`config.mk`:
```
export PLATFORM = sky130hd
export DESIGN_NAME = fft_result_collector
export DESIGN_NICKNAME = d
export VERILOG_FILES = /design/src/rtl/fft_result_collector.sv
export SDC_FILE = /design/constraint.sdc
export NUM_CORES = 1
export LEC_CHECK = 0
export BUFFER_PORTS_ARGS = -buffer_cell sky130_fd_sc_hd__buf_2
export CAP_MARGIN = 5
export CORE_MARGIN = 10
export CORE_UTILIZATION = 41
export CTS_CLUSTER_SIZE = 10
export DETAILED_ROUTE_END_ITERATION = 10
export HOLD_SLACK_MARGIN = 0.05
export PLACE_DENSITY_LB_ADDON = 0.25
export SLEW_MARGIN = 40
export SYNTH_ARGS = -nofsm -noshare
export SYNTH_HDL_FRONTEND = slang
export SYNTH_SLANG_ARGS = --single-unit
```
`constraint.sdc`:
```
create_clock -name clk -period 3.6 [get_ports clk]
set_input_delay 0.18 -clock clk [delete_from_list [all_inputs] [get_ports clk]]
set_output_delay 0.18 -clock clk [all_outputs]
set_load 0.005 [all_outputs]
```
`src/rtl/fft_result_collector.sv`:
```
// fft_result_collector
// Captures the 2N-word FFT output burst (N real words, then N imaginary
// words) and replays it as complex bins over a valid/ready handshake.
// An optional bit-reversal on the read index restores natural bin order.
module fft_result_collector #(
  parameter int N      = 32,
  parameter int LOGN   = 5,
  parameter int W      = 17,
  parameter int BITREV = 0
) (
  input  logic            clk,
  input  logic            rst_n,
  input  logic            finish_i,
  input  logic [W-1:0]    answer_i,
  output logic            out_valid_o,
  input  logic            out_ready_i,
  output logic [W-1:0]    out_re_o,
  output logic [W-1:0]    out_im_o,
  output logic [LOGN-1:0] out_idx_o,
  output logic            frame_done_o,
  output logic            ovf_o
);

  typedef enum logic [1:0] {
    IDLE    = 2'd0,
    COLLECT = 2'd1,
    DRAIN   = 2'd2
  } state_t;

  localparam logic [LOGN:0]   LAST_WORD = (LOGN+1)'(2*N-1);
  localparam logic [LOGN-1:0] LAST_BIN  = LOGN'(N-1);

  state_t          r_state;
  logic [LOGN:0]   r_wr_cnt;   // word number within the burst, 0..2N-1
  logic [LOGN-1:0] r_rd_cnt;   // bin number being presented, 0..N-1
  logic            r_valid;
  logic            r_done;
  logic            r_ovf;

  logic [W-1:0]    r_re_buf [N];
  logic [W-1:0]    r_im_buf [N];

  logic            w_wr_en;
  logic            w_wr_im;
  logic [LOGN-1:0] w_wr_addr;
  logic [LOGN-1:0] w_rd_slot;

  // Words are accepted in IDLE (as word 0, wr_cnt is 0 there) and COLLECT;
  // anything arriving while draining is dropped and flagged instead.
  assign w_wr_en   = rst_n && finish_i && (r_state != DRAIN);
  assign w_wr_im   = r_wr_cnt[LOGN];
  assign w_wr_addr = r_wr_cnt[LOGN-1:0];

  // Read slot: natural index, or its LOGN-bit reversal when the core emits
  // in bit-reversed order.
  always_comb begin
    w_rd_slot = r_rd_cnt;
    if (BITREV != 0) begin
      for (int i = 0; i < LOGN; i++) begin
        w_rd_slot[i] = r_rd_cnt[LOGN-1-i];
      end
    end
  end

  // Result storage: upper half of the burst goes to the imaginary buffer.
  // NOTE: the buffers carry no reset; every slot is rewritten by a complete
  // frame before it is ever read, so clearing them would buy nothing.
  always_ff @(posedge clk) begin
    if (w_wr_en) begin
      if (w_wr_im) begin
        r_im_buf[w_wr_addr] <= answer_i;
      end else begin
        r_re_buf[w_wr_addr] <= answer_i;
      end
    end
  end

  // Frame control: collect 2N words, then drain N bins, then pulse done.
  // NOTE: all state here uses non-blocking assignments so every register
  // sees the pre-edge values of its neighbours, whatever the statement order.
  always_ff @(posedge clk) begin
    if (!rst_n) begin
      r_state  <= IDLE;
      r_wr_cnt <= '0;
      r_rd_cnt <= '0;
      r_valid  <= 1'b0;
      r_done   <= 1'b0;
      r_ovf    <= 1'b0;
    end else begin
      r_done <= 1'b0;
      case (r_state)
        IDLE: begin
          if (finish_i) begin
            r_wr_cnt <= (LOGN+1)'(1);
            r_state  <= COLLECT;
          end
        end
        COLLECT: begin
          if (finish_i) begin
            if (r_wr_cnt == LAST_WORD) begin
              r_wr_cnt <= '0;
              r_rd_cnt <= '0;
              r_valid  <= 1'b1;
              r_state  <= DRAIN;
            end else begin
              r_wr_cnt <= r_wr_cnt + (LOGN+1)'(1);
            end
          end
        end
        DRAIN: begin
          if (finish_i) begin
            r_ovf <= 1'b1;
          end
          if (out_ready_i) begin
            if (r_rd_cnt == LAST_BIN) begin
              r_rd_cnt <= '0;
              r_valid  <= 1'b0;
              r_done   <= 1'b1;
              r_state  <= IDLE;
            end else begin
              r_rd_cnt <= r_rd_cnt + LOGN'(1);
            end
          end
        end
        default: r_state <= IDLE;
      endcase
    end
  end

  // Data outputs read as zero whenever no bin is being offered.
  assign out_valid_o  = r_valid;
  assign out_idx_o    = r_valid ? r_rd_cnt : '0;
  assign out_re_o     = r_valid ? r_re_buf[w_rd_slot] : '0;
  assign out_im_o     = r_valid ? r_im_buf[w_rd_slot] : '0;
  assign frame_done_o = r_done;
  assign ovf_o        = r_ovf;

endmodule

```
==> metrics.log, run 1 <==
[metrics] Critical Path Fanout Max: 66
[metrics] horizontal die dimension: 343 um
[metrics] family of cells with the greatest summed delay on the critical path: compound AO/OA/AOI/OAI gates
[metrics] number of global-route vias before repair: between 20k and 25k
[metrics] crit path max-delay cell type: dfxtp_4
[metrics] startpoint type of the worst setup path: flop
[metrics] total die area: approximately 120000 um^2
[metrics] DR pass1 iterations: 5
[metrics] area growth from synthesis to final layout: 15.4%
[metrics] final count of pins violating max slew: 0
[metrics] remaining antenna violation count after routing: 0
[metrics] Avg Inst Size Synth: 22.5 um^2
[metrics] Leakage Power: 0.0150 uW
[metrics] share of Yosys cell area claimed by the top area cell type: 0.763
[metrics] Via Count: just over 20k
[metrics] Commonest cells post-synth: edfxtp_1, mux4_2, nor2_1, mux2_2, clkbuf_1
[metrics] Yosys Warn Count: 0
[metrics] area of the mapped netlist: 42800 um^2
[metrics] DRC marker count from the first detailed-route iteration: 2266
[metrics] data arrival at the endpoint of the critical path: 3.30 ns
[metrics] combined global-route utilization of all metal layers: 0.175
[metrics] setup slack of the critical path after layout: 0.118 ns
[metrics] Seq/Total Area, Yosys: 0.773
[metrics] worst rel slew slack: 0.421
[metrics] antenna violations before repair: 3
[metrics] worst supply voltage drop on vdd: around 0.00044 V
[metrics] average wire per cell in the routed design: 28.9 um
[metrics] CP Class: flop to output pin
[metrics] fraction of layout cells with a size suffix above 1: 0.349
[metrics] final-report hold violation count: 0
[metrics] unrepaired setup endpoints after global routing: false
[metrics] power density over the cells: about 530 nW/um^2
[metrics] FP Rows: 118
[metrics] number of distinct library cells after synthesis: 47
[metrics] DPL Wire Length: 59700 um
[metrics] Max Fclk: 287 MHz
[metrics] count of flip-flops with a built-in enable after synthesis: roughly 1.1k
[metrics] Util after Layout: 0.477
[metrics] clk slew on worst S/H paths: about 0.05 ns
[metrics] vertical extent of the die: 343 um
[metrics] synthesized instance count: roughly 1.9k
[metrics] first-pass GRT wire length: 150000 um
[metrics] Num CTS Buffers: between 100 and 150
[metrics] Bufs on Longest Clock Path: 3
[metrics] area of combinational cells with multiple inputs: 9330 um^2
[metrics] per-cell via count in the routed design: 5.73
[metrics] PortBufs: slightly above 60
[metrics] measured slew at the worst slew-check pin: approximately 0.87 ns
[metrics] max capacitance violation total: 0
[metrics] global route overflow: 0
[metrics] most used standard cell by instance count after synthesis: edfxtp_1
[metrics] clock sink count: roughly 1.1k
[metrics] final clock period utilization by the worst path: 0.967
[metrics] routability cong.: around 0.77
[metrics] htree depth: 4
[metrics] final layout net count: 2164
[metrics] cell total after placement: 3359
[metrics] CP Cell Sequence: buf_12, mux4_2, mux2i_1, nor2_1, a221oi_1, a21oi_1, buf_2
[metrics] root buf cell: clkbuf_16
[metrics] Min-Delay Path Class: primary input to flop
[metrics] Period minus WS final: 3.48 ns
[metrics] Critical Path RT: between 3 and 4 ns
[metrics] status: finished, final reports clean
[metrics] proportion of register bits with asynchronous set or reset after synthesis: 0
[metrics] I/O pin count: 63
[metrics] Crit path largest cell delay: approximately 0.57 ns
[metrics] number of standard cells in the layout, taps in and fillers out: 3560
[metrics] Residual DRC: 0
[metrics] clock tree from TritonCTS: built
[metrics] Worst Path Buf+Inv: 2
[metrics] total wirelength of the detailed-routed design: about 100000 um
[metrics] dominant register cell in the synthesized netlist: edfxtp_1
[metrics] largest net degree at the start of global routing: 75
[metrics] FF+latch area: 33100 um^2
[metrics] final-layout fill cell count: between 8k and 9k
[metrics] Yosys top cell by area: edfxtp_1
[metrics] clock skew after layout: 0.0249 ns
[metrics] kind of end point of the critical path: output pin
[metrics] Setup Viol. Count Final: 0
[metrics] worst-skew pair later-pin latency: slightly above 0.7 ns
[metrics] initial core utilization: 0.413
[metrics] Post-Synthesis Net Count: 1935
[metrics] count of state elements after synthesis: around 1.1k
[metrics] pre-CTS setup slack: around 0.70 ns
[metrics] core area: 104000 um^2
[metrics] Area contributors post-synth: edfxtp_1, mux4_2, mux2_2, dfxtp_1, nor2_1
what timing repair did:
action / in CTS / in global routing
hold buffers: 19 / 1
setup endpoints to repair: 5 / 10
buffers inserted: 3 / 0
cloned: 0 / 1
gates resized for setup: 4 / 9
endpoints found under the hold margin: 496 / 40
metrics by stage:
stage / power, uW / area, um^2 / setup TNS [ns] / hold WS [ns]
after floorplan: 14500 / 42800 / 0 / 0.279
after global placement: 14700 / 45400 / 0 / 0.487
after detailed placement: 14800 / 45500 / 0 / 0.500
after CTS: 26200 / 49300 / -0.0515 / 0.0679
after global routing: 26800 / 49400 / 0 / 0.104
final: 26000 / 49400 / 0 / 0.0966
layer usage:
metal / vias to the layer above / global-route usage / wire length, um / share of wire
li1: 8496 / - / - / -
met1: 11000 / 0.250 / 44700 / 0.43
met2: 757 / 0.270 / 48600 / 0.47
met3: 145 / 0.0386 / 7500 / 0.073
met5: - / 0 / 27 / 0.00026
met4: 4 / 0.0499 / 2250 / 0.022
worst reg2reg max path: cells and delay by family (launching register included):
kind	cells	cell delay (ns)
buffers and inverters	1	0.32
flip-flops	1	0.35
AND/OR/NAND/NOR	4	1.59
cell usage in the layout, fill, tap and decap left out, types with 6 or more instances in the layout:
| cell type | netlist | final |
|---|---|---|
| clkbuf_16 | 0 | 137 |
| a31oi_1 | 11 | 11 |
| mux2_2 | 72 | 72 |
| nor2_1 | 93 | 33 |
| a221oi_1 | 24 | 19 |
| mux2_1 | 6 | 6 |
| clkbuf_1 | 42 | 26 |
| nor2b_1 | 10 | 8 |
| dfxtp_1 | 21 | 15 |
| and2_1 | 8 | 8 |
| mux2i_1 | 25 | 24 |
| nand2_1 | 33 | 33 |
| buf_2 | 28 | 57 |
| o221ai_1 | 32 | 29 |
| mux4_2 | 272 | 272 |
| ha_1 | 7 | 7 |
| buf_4 | 10 | 115 |
| edfxtp_1 | 1088 | 1088 |
| dlygate4sd3_1 | 0 | 20 |
| a22oi_1 | 11 | 11 |
| nand3_1 | 6 | 6 |
| a21oi_1 | 30 | 30 |
| buf_12 | 3 | 10 |
| nor2_2 | 0 | 55 |
logic make-up after synthesis:
kind of cell / synth area share
AOI/OAI and AO/OA: 0.0227
adders and majority gates: 0.00204
buffers and inverters: 0.0154
DFF: 0.773
muxes: 0.169
and+or+nand+nor: 0.0179
report_power, final:
part           internal (uW)  leakage (uW)  switching, uW
logic                   59.6       0.00331            261
registers              14200       0.00995           5.79
clock network           6800       0.00175           4700
total                  21100        0.0150           4960
final timing paths:
kind                            startpoint                        end  slack, ns  depth (start not counted)
setup / recovery                      flop                out_re_o[9]       0.12                          7
hold / removal                 answer_i[9]  r_re_buf[31][9]$_DFFE_PP_        0.1                          1
setup reg to reg   r_state[1]$_SDFFE_PN0P_  r_re_buf[17][7]$_DFFE_PP_       1.01                          5
hold reg to reg   r_rd_cnt[3]$_SDFFE_PN0N_                       flop       0.52                          2
registers in the layout (all words and copies together), names as in the netlist, named ones only:
| register | count |
|---|---|
| r_re_buf | 544 |
| r_wr_cnt | 6 |
| r_im_buf | 544 |
| out_valid_o | 1 |
| r_state | 2 |
| ovf_o | 1 |
| r_rd_cnt | 5 |
| frame_done_o | 1 |
cell type report:
type                    count  area share
diodes                      4    0.000202
multi-input cells         685       0.189
clock buffers             162      0.0708
repair buffers            207      0.0337
clock inverters            10     0.00187
well taps                1380      0.0349
inverters                   3    0.000228
flip-flops and latches   1109       0.670
No activity file was read; power rests on OpenSTA's default activity.
==> inputs of run 2 (changes only) <==
==> constraint.sdc (replaced) <==
create_clock -name clk -period 3.6 [get_ports clk]
set_input_delay 1.08 -clock clk [delete_from_list [all_inputs] [get_ports clk]]
set_output_delay 1.08 -clock clk [all_outputs]
set_load 0.005 [all_outputs]
==> run 2 against run 1 <==
The run now ends with negative setup slack left. Clock-buffer cell count up 4. Critical path type unchanged. Sequential power about the same. Critical path depth rose by 2. Wire length is 1.7% higher. Clock power hardly changed. First-iteration DRC count fell by 12%. Via count is 2.9% higher. Sequential cell count unchanged. Worst setup slack worse by 0.55 ns. Non-clock buffer count grew 122.
==> metrics.log, run 2 (same netlist as run 1, synthesis figures left out) <==
[metrics] Leakage Power: 0.0162 uW (+7.6%)
[metrics] Min-Delay Path Class: flop to flop
[metrics] Period minus WS final: 4.03 ns (+0.551 ns)
[metrics] per-cell via count in the routed design: 5.69 (-0.76%)
[metrics] routability cong.: 0.795 (+3.2%)
[metrics] Residual DRC: 0 (unchanged)
[metrics] Critical Path Fanout Max: 6 (-91%)
[metrics] DR pass1 iterations: 5 (unchanged)
[metrics] max capacitance violation total: 0 (unchanged)
[metrics] FP Rows: 118 (unchanged)
[metrics] Setup Viol. Count Final: 34 (+34)
[metrics] data arrival at the endpoint of the critical path: 2.95 ns (-0.35 ns)
[metrics] startpoint type of the worst setup path: flop
[metrics] final layout net count: 2286 (+5.6%)
[metrics] largest net degree at the start of global routing: 65 (-13%)
[metrics] Bufs on Longest Clock Path: 3 (unchanged)
[metrics] core area: 104000 um^2 (unchanged)
[metrics] failing checks: negative setup slack
[metrics] most frequent standard cell in the layout excluding fill and tap cells: edfxtp_1
[metrics] PortBufs: 62 (unchanged)
[metrics] worst rel slew slack: 0.450 (+0.0287)
[metrics] Crit path largest cell delay: 0.51 ns (-0.06 ns)
[metrics] Via Count: 21.0k (+2.9%)
[metrics] final-report hold violation count: 0 (unchanged)
[metrics] clock tree from TritonCTS: built
[metrics] Critical Path RT: 2.52 ns (-0.90 ns)
[metrics] root buf cell: clkbuf_16
[metrics] most frequent cells in the layout: edfxtp_1, mux4_2, buf_4, clkbuf_16, nor2_2
[metrics] CP Class: flop to output pin
[metrics] kind of end point of the critical path: output pin
[metrics] sequential group share of total power: 0.545 (about the same)
[metrics] total wirelength of the detailed-routed design: 105000 um (+1.7%)
[metrics] worst-skew pair later-pin latency: 0.72 ns (about the same)
[metrics] number of global-route vias before repair: 21.9k (+2.8%)
[metrics] family of cells with the greatest summed delay on the critical path: multiplexers
[metrics] clock sink count: 1109 (unchanged)
[metrics] I/O pin count: 63 (unchanged)
[metrics] area growth from synthesis to final layout: 21.9%
[metrics] unrepaired setup endpoints after global routing: true
[metrics] DPL Wire Length: 60000 um (+0.46%)
[metrics] combined global-route utilization of all metal layers: 0.177 (+0.00245)
[metrics] average wire per cell in the routed design: 28.4 um (-1.9%)
[metrics] combinational share of power: 0.012 (about the same)
[metrics] final clock period utilization by the worst path: 1.12 (+0.153)
[metrics] Worst Path Buf+Inv: 5 (+3)
[metrics] measured slew at the worst slew-check pin: 0.825 ns (-0.0430 ns)
[metrics] final count of pins violating max slew: 0 (unchanged)
[metrics] Num CTS Buffers: 130 (unchanged)
[metrics] worst supply voltage drop on vdd: 0.000371 V (-15%)
[metrics] antenna violations before repair: 5 (+2)
[metrics] Power Internal: 20900 uW (-0.69%)
[metrics] Util after Layout: 0.504 (+0.0269)
[metrics] clk slew on worst S/H paths: 0.06 ns (about the same)
[metrics] vertical extent of the die: 343 um (unchanged)
[metrics] Max Fclk: 248 MHz (-14%)
[metrics] hold buffer count at cts: 0 (-19)
[metrics] CP Cell Sequence: buf_12, buf_16, buf_16, mux4_2, mux2_4, o221ai_2, buf_4, a31oi_2, buf_2
[metrics] global route overflow: 0 (unchanged)
[metrics] initial core utilization: 0.413 (unchanged)
[metrics] clock share of power: 0.443 (about the same)
[metrics] switching component of the power: 5160 uW (+3.9%)
[metrics] crit path max-delay cell type: mux4_2
[metrics] area post-placement: 46200 um^2 (+1.6%)
[metrics] first-pass GRT wire length: 153000 um (+1.8%)
[metrics] remaining antenna violation count after routing: 0 (unchanged)
[metrics] Net Sw Frac: 0.198 (+0.00713)
[metrics] critical path's most frequent cell: buf_16
[metrics] status: finished with violations
[metrics] DRC marker count from the first detailed-route iteration: 2002 (-12%)
[metrics] fraction of layout cells with a size suffix above 1: 0.434 (+0.0851)
[metrics] final total negative setup slack: -11.89 ns (-11.89 ns)
[metrics] clock skew after layout: 0.0224 ns (-0.00256 ns)
[metrics] registers with the most flip-flops: r_im_buf: 544 flops, r_re_buf: 544 flops, r_wr_cnt: 6 flops
[metrics] setup slack of the critical path after layout: -0.433 ns (-0.551 ns)
[metrics] power density over the cells: 499 nW/um^2 (-5.1%)
[metrics] total die area: 118000 um^2 (unchanged)
[metrics] htree depth: 4 (unchanged)
[metrics] post-route cell area: 52200 um^2 (+5.6%)
[metrics] minimum hold slack: 0.534 ns (+0.437 ns)
[metrics] horizontal die dimension: 343 um (unchanged)
-- run 2: cell type report --
type | count | area, um^2
Clock buffer | 166 | 3410
Fill cell | 8169 | 51400
Multi-Input combinational cell | 685 | 10200
Sequential cell | 1109 | 33100
Clock inverter | 17 | 268
Antenna cell | 2 | 5.00
Inverter | 3 | 11.3
Timing Repair Buffer | 329 | 3510
Tap cell | 1380 | 1730
-- run 2: tightest hold or removal path, cell delays in order, from the launching register on --
cell      delay [ns]
dfxtp_1         0.35
nand2_1         0.07
a21boi_0        0.07
-- run 2: stage by stage --
stage	total power, uW	cells	setup slack, ns
floorplan	14500	1907	0.294
global placement	14800	3425	0.0135
detailed placement	14800	3425	-0.00353
CTS	26300	3676	-0.466
global route	26800	3689	-0.517
finish	26100	3691	-0.433
-- run 2: path summary, 6_finish.rpt --
check / startpoint / to / slack (ns) / cells past startpoint
max: flop / out_re_o[11] / -0.43 / 9
min: r_wr_cnt[1]$_SDFFE_PN0P_ / r_wr_cnt[1]$_SDFFE_PN0P_ / 0.53 / 2
max reg2reg: r_state[0]$_SDFFE_PN0P_ / r_im_buf[5][2]$_DFFE_PP_ / 1.01 / 5
min reg2reg: r_wr_cnt[1]$_SDFFE_PN0P_ / r_wr_cnt[1]$_SDFFE_PN0P_ / 0.53 / 2
-- run 2: power by group through the flow --
stage | Clock [uW] | Combinational (uW) | Sequential [uW]
2_1_floorplan | 0 | 40.2 | 14500
4_1_cts | 11800 | 323 | 14200
3_5_place_dp | 0 | 320 | 14500
6_report | 11500 | 325 | 14200
5_1_grt | 12300 | 351 | 14200
3_3_place_gp | 0 | 299 | 14500
-- run 2: routing by layer --
metal / vias to the layer above / routed length [um] / global-route usage
li1: 8751 / - / -
met1: 11300 / 44800 / 0.248
met2: 765 / 50700 / 0.281
met3: 137 / 7310 / 0.0407
met4: 2 / 2030 / 0.0444
met5: - / 13 / 0
-- run 2: what timing repair did --
action | 4_1_cts | 5_1_grt
setup buffers | 58 | 12
pin swaps | 32 | 27
endpoints found under the setup margin | 34 | 34
gates cloned | 13 | 5
resized for setup | 180 | 53
